===== config.mk =====
export PLATFORM = sky130hd
export DESIGN_NAME = program_sequencer
export DESIGN_NICKNAME = d
export VERILOG_FILES = /design/src/rtl/seq_pkg.sv /design/src/rtl/ras_stack.sv /design/src/rtl/program_sequencer.sv
export SDC_FILE = /design/constraint.sdc
export NUM_CORES = 1
export LEC_CHECK = 0
export CAP_MARGIN = 0
export CORE_UTILIZATION = 55
export DETAILED_ROUTE_END_ITERATION = 6
export GPL_TIMING_DRIVEN = 0
export PLACE_DENSITY = 0.81
export SKIP_LAST_GASP = 1
export SLEW_MARGIN = 30
export SYNTH_ARGS = -nofsm -noshare
export SYNTH_HDL_FRONTEND = slang
export SYNTH_SLANG_ARGS = --single-unit
export TNS_END_PERCENT = 100

===== constraint.sdc =====
create_clock -name cout -period 5.13 [get_ports cout]
set_input_delay 0.513 -clock cout [delete_from_list [all_inputs] [get_ports cout]]
set_output_delay 0.513 -clock cout [all_outputs]
set_load 0.005 [all_outputs]

===== src/rtl/seq_pkg.sv =====
// Shared definitions for the program sequencer.
//
// Contents:
//   sel_e      - per-edge next-PC source select, one code per priority winner.
//   sel_decode - resolves the control inputs into a single select using the
//                fixed priority stall > ret > call > branch > sequential > hold.
package seq_pkg;

    typedef enum logic [2:0] {
        SEL_HOLD = 3'd0,
        SEL_SEQ  = 3'd1,
        SEL_BR   = 3'd2,
        SEL_CALL = 3'd3,
        SEL_RET  = 3'd4
    } sel_e;

    function automatic sel_e sel_decode(
        input logic stall,
        input logic ret_en,
        input logic call_en,
        input logic branch_en,
        input logic nxinst
    );
        sel_e sel;
        if (stall) begin
            sel = SEL_HOLD;
        end else if (ret_en) begin
            sel = SEL_RET;
        end else if (call_en) begin
            sel = SEL_CALL;
        end else if (branch_en) begin
            sel = SEL_BR;
        end else if (nxinst) begin
            sel = SEL_SEQ;
        end else begin
            sel = SEL_HOLD;
        end
        return sel;
    endfunction

endpackage


===== src/rtl/ras_stack.sv =====
// Return-address stack, circular, RAS_DEPTH entries of PC_W bits.
//
// Ports:
//   clk, rst_n  - clock (rising edge) and asynchronous active-low reset
//   push        - write push_data as the new top; when full the oldest entry
//                 is overwritten and count saturates at RAS_DEPTH
//   pop         - discard the top entry (ignored when empty)
//   push_data   - return address to push
//   top         - current top entry (meaningless while empty)
//   count       - number of valid entries, 0..RAS_DEPTH
//   full, empty - occupancy flags decoded from the registered count
//
// push and pop are never asserted together by the sequencer; push wins if so.
module ras_stack #(
    parameter int PC_W      = 8,
    parameter int RAS_DEPTH = 4,
    parameter int CNT_W     = $clog2(RAS_DEPTH + 1)
) (
    input  logic             clk,
    input  logic             rst_n,
    input  logic             push,
    input  logic             pop,
    input  logic [PC_W-1:0]  push_data,
    output logic [PC_W-1:0]  top,
    output logic [CNT_W-1:0] count,
    output logic             full,
    output logic             empty
);

    localparam int PTR_W = $clog2(RAS_DEPTH);

    // wr_ptr_q points at the slot the next push writes. Because the depth is a
    // power of two the pointer wraps naturally, and when the stack is full
    // that slot holds the oldest entry, giving the overwrite-oldest behaviour.
    logic [PTR_W-1:0] wr_ptr_q, wr_ptr_d;
    logic [PTR_W-1:0] rd_ptr;
    logic [CNT_W-1:0] count_q, count_d;
    logic [PC_W-1:0]  mem [RAS_DEPTH];

    assign rd_ptr = wr_ptr_q - PTR_W'(1);
    assign top    = mem[rd_ptr];
    assign count  = count_q;
    assign empty  = (count_q == '0);
    assign full   = (count_q == CNT_W'(RAS_DEPTH));

    always_comb begin
        wr_ptr_d = wr_ptr_q;
        count_d  = count_q;
        if (push) begin
            wr_ptr_d = wr_ptr_q + PTR_W'(1);
            if (!full) begin
                count_d = count_q + CNT_W'(1);
            end
        end else if (pop && !empty) begin
            wr_ptr_d = rd_ptr;
            count_d  = count_q - CNT_W'(1);
        end
    end

    always_ff @(posedge clk or negedge rst_n) begin
        if (!rst_n) begin
            wr_ptr_q <= '0;
            count_q  <= '0;
        end else begin
            wr_ptr_q <= wr_ptr_d;
            count_q  <= count_d;
        end
    end

    // Entry storage carries no reset; entries are only read while count > 0.
    always_ff @(posedge clk) begin
        if (push) begin
            mem[wr_ptr_q] <= push_data;
        end
    end

endmodule


===== src/rtl/program_sequencer.sv =====
// Program counter sequencer with a return-address stack.
//
// Ports:
//   cout                 - clock, rising edge
//   rst_n                - asynchronous active-low reset
//   nxinst               - advance PC by STEP (wraps at 2^PC_W)
//   stall                - freeze PC, stack and error flag
//   branch_en, branch_pc - redirect PC
//   call_en, call_pc     - jump to call_pc, push PC+STEP
//   ret_en               - pop the stack into PC
//   PC                   - registered program counter
//   ras_empty, ras_full  - stack occupancy, decoded from registered count
//   ras_err              - sticky overflow/underflow flag, cleared only by reset
//
// All controls take effect on the next rising edge of cout; PC is a pure
// register output so there is no combinational input-to-PC path.
module program_sequencer
    import seq_pkg::*;
#(
    parameter int PC_W      = 8,
    parameter int RESET_VEC = 0,
    parameter int STEP      = 1,
    parameter int RAS_DEPTH = 4
) (
    input  logic            cout,
    input  logic            rst_n,
    input  logic            nxinst,
    input  logic            stall,
    input  logic            branch_en,
    input  logic [PC_W-1:0] branch_pc,
    input  logic            call_en,
    input  logic [PC_W-1:0] call_pc,
    input  logic            ret_en,
    output logic [PC_W-1:0] PC,
    output logic            ras_empty,
    output logic            ras_full,
    output logic            ras_err
);

    localparam int CNT_W = $clog2(RAS_DEPTH + 1);

    sel_e             sel;
    logic [PC_W-1:0]  pc_d;
    logic [PC_W-1:0]  pc_seq;
    logic             err_d;
    logic             push;
    logic             pop;
    logic [PC_W-1:0]  top;
    logic [CNT_W-1:0] count;
    logic             full;
    logic             empty;

    // Truncation to PC_W bits gives the silent modulo wrap.
    assign pc_seq = PC + PC_W'(STEP);
    assign sel    = sel_decode(stall, ret_en, call_en, branch_en, nxinst);

    always_comb begin
        pc_d  = PC;
        err_d = ras_err;
        push  = 1'b0;
        pop   = 1'b0;
        unique case (sel)
            SEL_RET: begin
                if (!empty) begin
                    pc_d = top;
                    pop  = 1'b1;
                end else begin
                    // Underflow: PC holds, flag the error.
                    err_d = 1'b1;
                end
            end
            SEL_CALL: begin
                pc_d = call_pc;
                push = 1'b1;
                if (full) begin
                    err_d = 1'b1;
                end
            end
            SEL_BR:   pc_d = branch_pc;
            SEL_SEQ:  pc_d = pc_seq;
            default:  pc_d = PC;
        endcase
    end

    always_ff @(posedge cout or negedge rst_n) begin
        if (!rst_n) begin
            PC      <= PC_W'(RESET_VEC);
            ras_err <= 1'b0;
        end else begin
            PC      <= pc_d;
            ras_err <= err_d;
        end
    end

    ras_stack #(
        .PC_W      (PC_W),
        .RAS_DEPTH (RAS_DEPTH),
        .CNT_W     (CNT_W)
    ) u_ras_stack (
        .clk       (cout),
        .rst_n     (rst_n),
        .push      (push),
        .pop       (pop),
        .push_data (pc_seq),
        .top       (top),
        .count     (count),
        .full      (full),
        .empty     (empty)
    );

    assign ras_empty = (count == '0);
    assign ras_full  = (count == CNT_W'(RAS_DEPTH));

endmodule


==> metrics <==
Fin. Hold Viols=0; IO Count=34; CP peak stage delay=0.44 ns; PwrDens=466 mW/mm2; max cap viols=0; RR Startpoint=u_ras_stack.wr_ptr_q[0]; CP arrival=2.69 ns; Final setup viols=0; cts hold-fix bufs=0; CTS Buffer Depth=2; post-synthesis cell type count=40; TritonCTS Sinks=46; WP data required=5.31 ns; Skew-Pair Late Insertion Delay=0.29 ns; post-synth net total=216; Fmax=0.398 GHz; Worst Setup End Kind=flip-flop; drt total wl=4820 um; Cells after Synth=187; worst r2r path cells=8; vias in the first global route=1513; I/O Buffers=31; Yosys top cell area share=0.417; pin count of the biggest net entering global routing=17; Core Box Area=0.00400 mm2; worst r2r dst=PC[1]; dpl hpwl=3600 um; share of layout cells above drive strength 1=0.137; die footprint=0.00445 mm2; hold path startpoint=ras_err; adder-cell share of the synthesized area=0.0326; Post-synth top flop=edfxtp_1; Seq/Total Area, Yosys=0.569; Final Critical Period=2.51 ns; Slowest cell on crit path=clkbuf_1; WHS Endpoint=ras_err; P&R area growth vs syn=20.2%; clock slew at reported path FFs=0.09 ns; area leader, netlist=edfxtp_1; Hold Path Class=reg -> reg; top cells by area, synth=edfxtp_1 42%, dfrtp_1 15%, mux4_2 7.8%; Cell Area, Synth=0.00230 mm2; Die X=66.7 um; post-synthesis xor/xnor area fraction=0.0304; Overall Power=1.29 mW; largest family of logic cells by synthesized area=simple AND/OR/NAND/NOR gates; Rows=23; GRT met1 Usage=0.353; Final Cycle Share=0.489; initial antenna violation count=0; crit start category=flip-flop; Layout Nets=254; H-tree depth=2; WS Path Type=reg -> reg; first-pass GRT wire length=7730 um; Min-Delay Path Depth=1; post-CTS sizing=0; RSZ-0062 raised after global routing=no; Final WS setup=2.62 ns; Slew @ Worst Pin=0.675 ns; # diodes=0; Worst slew margin=0.548; Slew Limit Fails=0; post-synthesis mux area share=0.0782; routed len/inst=17.5 um; reg2reg setup slack=2.62 ns; Syn Area/Cell=12.3 um2; Final TNS setup=0 ns; Synth top cells by count=32 x edfxtp_1, 26 x nand2_1, 14 x dfrtp_1; most used cell, CP=nand2_1; GPL Wtd Cong=0.901; met2 Track Usage GR=0.403; Max VDD drop=0.288 mV; setup slack at placement=2.44 ns; CTS Buf Count=5; GRT overflow=0; GR peak layer=met2; status=finished, final reports clean; Fin Hold WS=0.457 ns; worst-path maximum fanout=10; initial core utilization=0.576; Synth Register Bits=46; Total Routing Usage GR=0.247; Util after Layout=0.693; first-pass iteration count of the detailed router=4; compound-cell area share of the yosys netlist=0.115; leakage=1.02 nW; DR vias/cell=5.78; clk_skew=0.00593 ns; crit-path cells=buf_2 > inv_1 > ha_1 > clkbuf_1 > mux4_2 > nand2_1 > nand2_1 > a22o_1; grt met3 use=0.0428; Synth async-reset ratio=0.304; post-CTS setup buffer count=0; vias=1595; Synth Area in Simple Gates=0.131; EDFF count, synth=32; Die Span Y=66.7 um; yosys warns=0; Initial DRC Count=129; Detail Route Antenna Nets=0; TritonCTS clock tree=yes; count leader, synth=edfxtp_1; DRC viols=0; CTS root buffer=clkbuf_8
cell families (layout without fill, tap and decap cells):
group,after synthesis,count (layout)
muxes,8,8
AOI/OAI and AO/OA,37,37
buffers and inverters,19,58
adders and majority gates,6,6
DFF,46,46
xor gates and xnor gates,8,8
and+or+nand+nor,63,63
stage by stage:
stage	cell area (um2)	instances
6_report	2770	276
3_3_place_gp	2680	268
3_5_place_dp	2680	268
5_1_grt	2770	276
4_1_cts	2770	276
2_1_floorplan	2300	187
state kept, by name, indices dropped and copies added (netlist names):
register / count
u_ras_stack.count: 3
u_ras_stack.wr_ptr_q: 2
u_ras_stack.mem: 32
PC: 8
ras_err: 1
area by class of cell:
| class | count | area, um2 |
|---|---|---|
| plain buffers | 12 | 75.1 |
| clock buffers | 5 | 68.8 |
| clock inverters | 3 | 23.8 |
| fillers | 296 | 1230 |
| inverters | 7 | 26.3 |
| multi-input cells | 122 | 892 |
| flip-flops and latches | 46 | 1310 |
| well taps | 50 | 62.6 |
| repair buffers | 31 | 310 |
critical path: cells and delay by family (launching register included):
kind            cells  cell delay [ns]
compound gates      1             0.22
flops               1             0.39
buf+inv             3             0.89
fa+ha+maj           1             0.33
simple gates        2             0.17
mux                 1             0.41
metal layers:
metal	vias up	wire, um
met5	-	0
met4	0	27
met3	5	239
met2	40	2420
met1	784	2130
li1	766	-
worst max path at each step:
stage                                        from                    to  slack [ns]  cells after the start
after detailed placement                    stall  u_ras_stack.count[2]        2.44                      9
after CTS                 u_ras_stack.wr_ptr_q[0]                 PC[7]        2.58                      8
after global routing      u_ras_stack.wr_ptr_q[0]                 PC[2]        2.38                      8
final                     u_ras_stack.wr_ptr_q[0]                 PC[1]        2.62                      8
after global placement                      stall  u_ras_stack.count[2]        2.47                      9
after floorplan           u_ras_stack.wr_ptr_q[0]                 PC[7]        2.99                      8
layout by cell type (no fill, tap or decap), types with 4 or more instances in the layout:
master           count
o21ai_0              7
nand2_1             26
clkbuf_1             5
inv_1                6
nor2_1               9
edfxtp_1            32
xnor2_1              5
mux4_2               8
and3_1               4
clkdlybuf4s50_1     31
nand3_1              4
dfrtp_1             14
ha_1                 6
o211ai_1             4
clkbuf_8             5
nor2b_1              4
nor3_1               8
a21oi_1              8
power breakdown:
part | internal [mW] | switching [mW]
clock network | 0.0974 | 0.124
registers | 0.501 | 0.0654
logic | 0.249 | 0.253
Power figures use the tool's default switching activity.
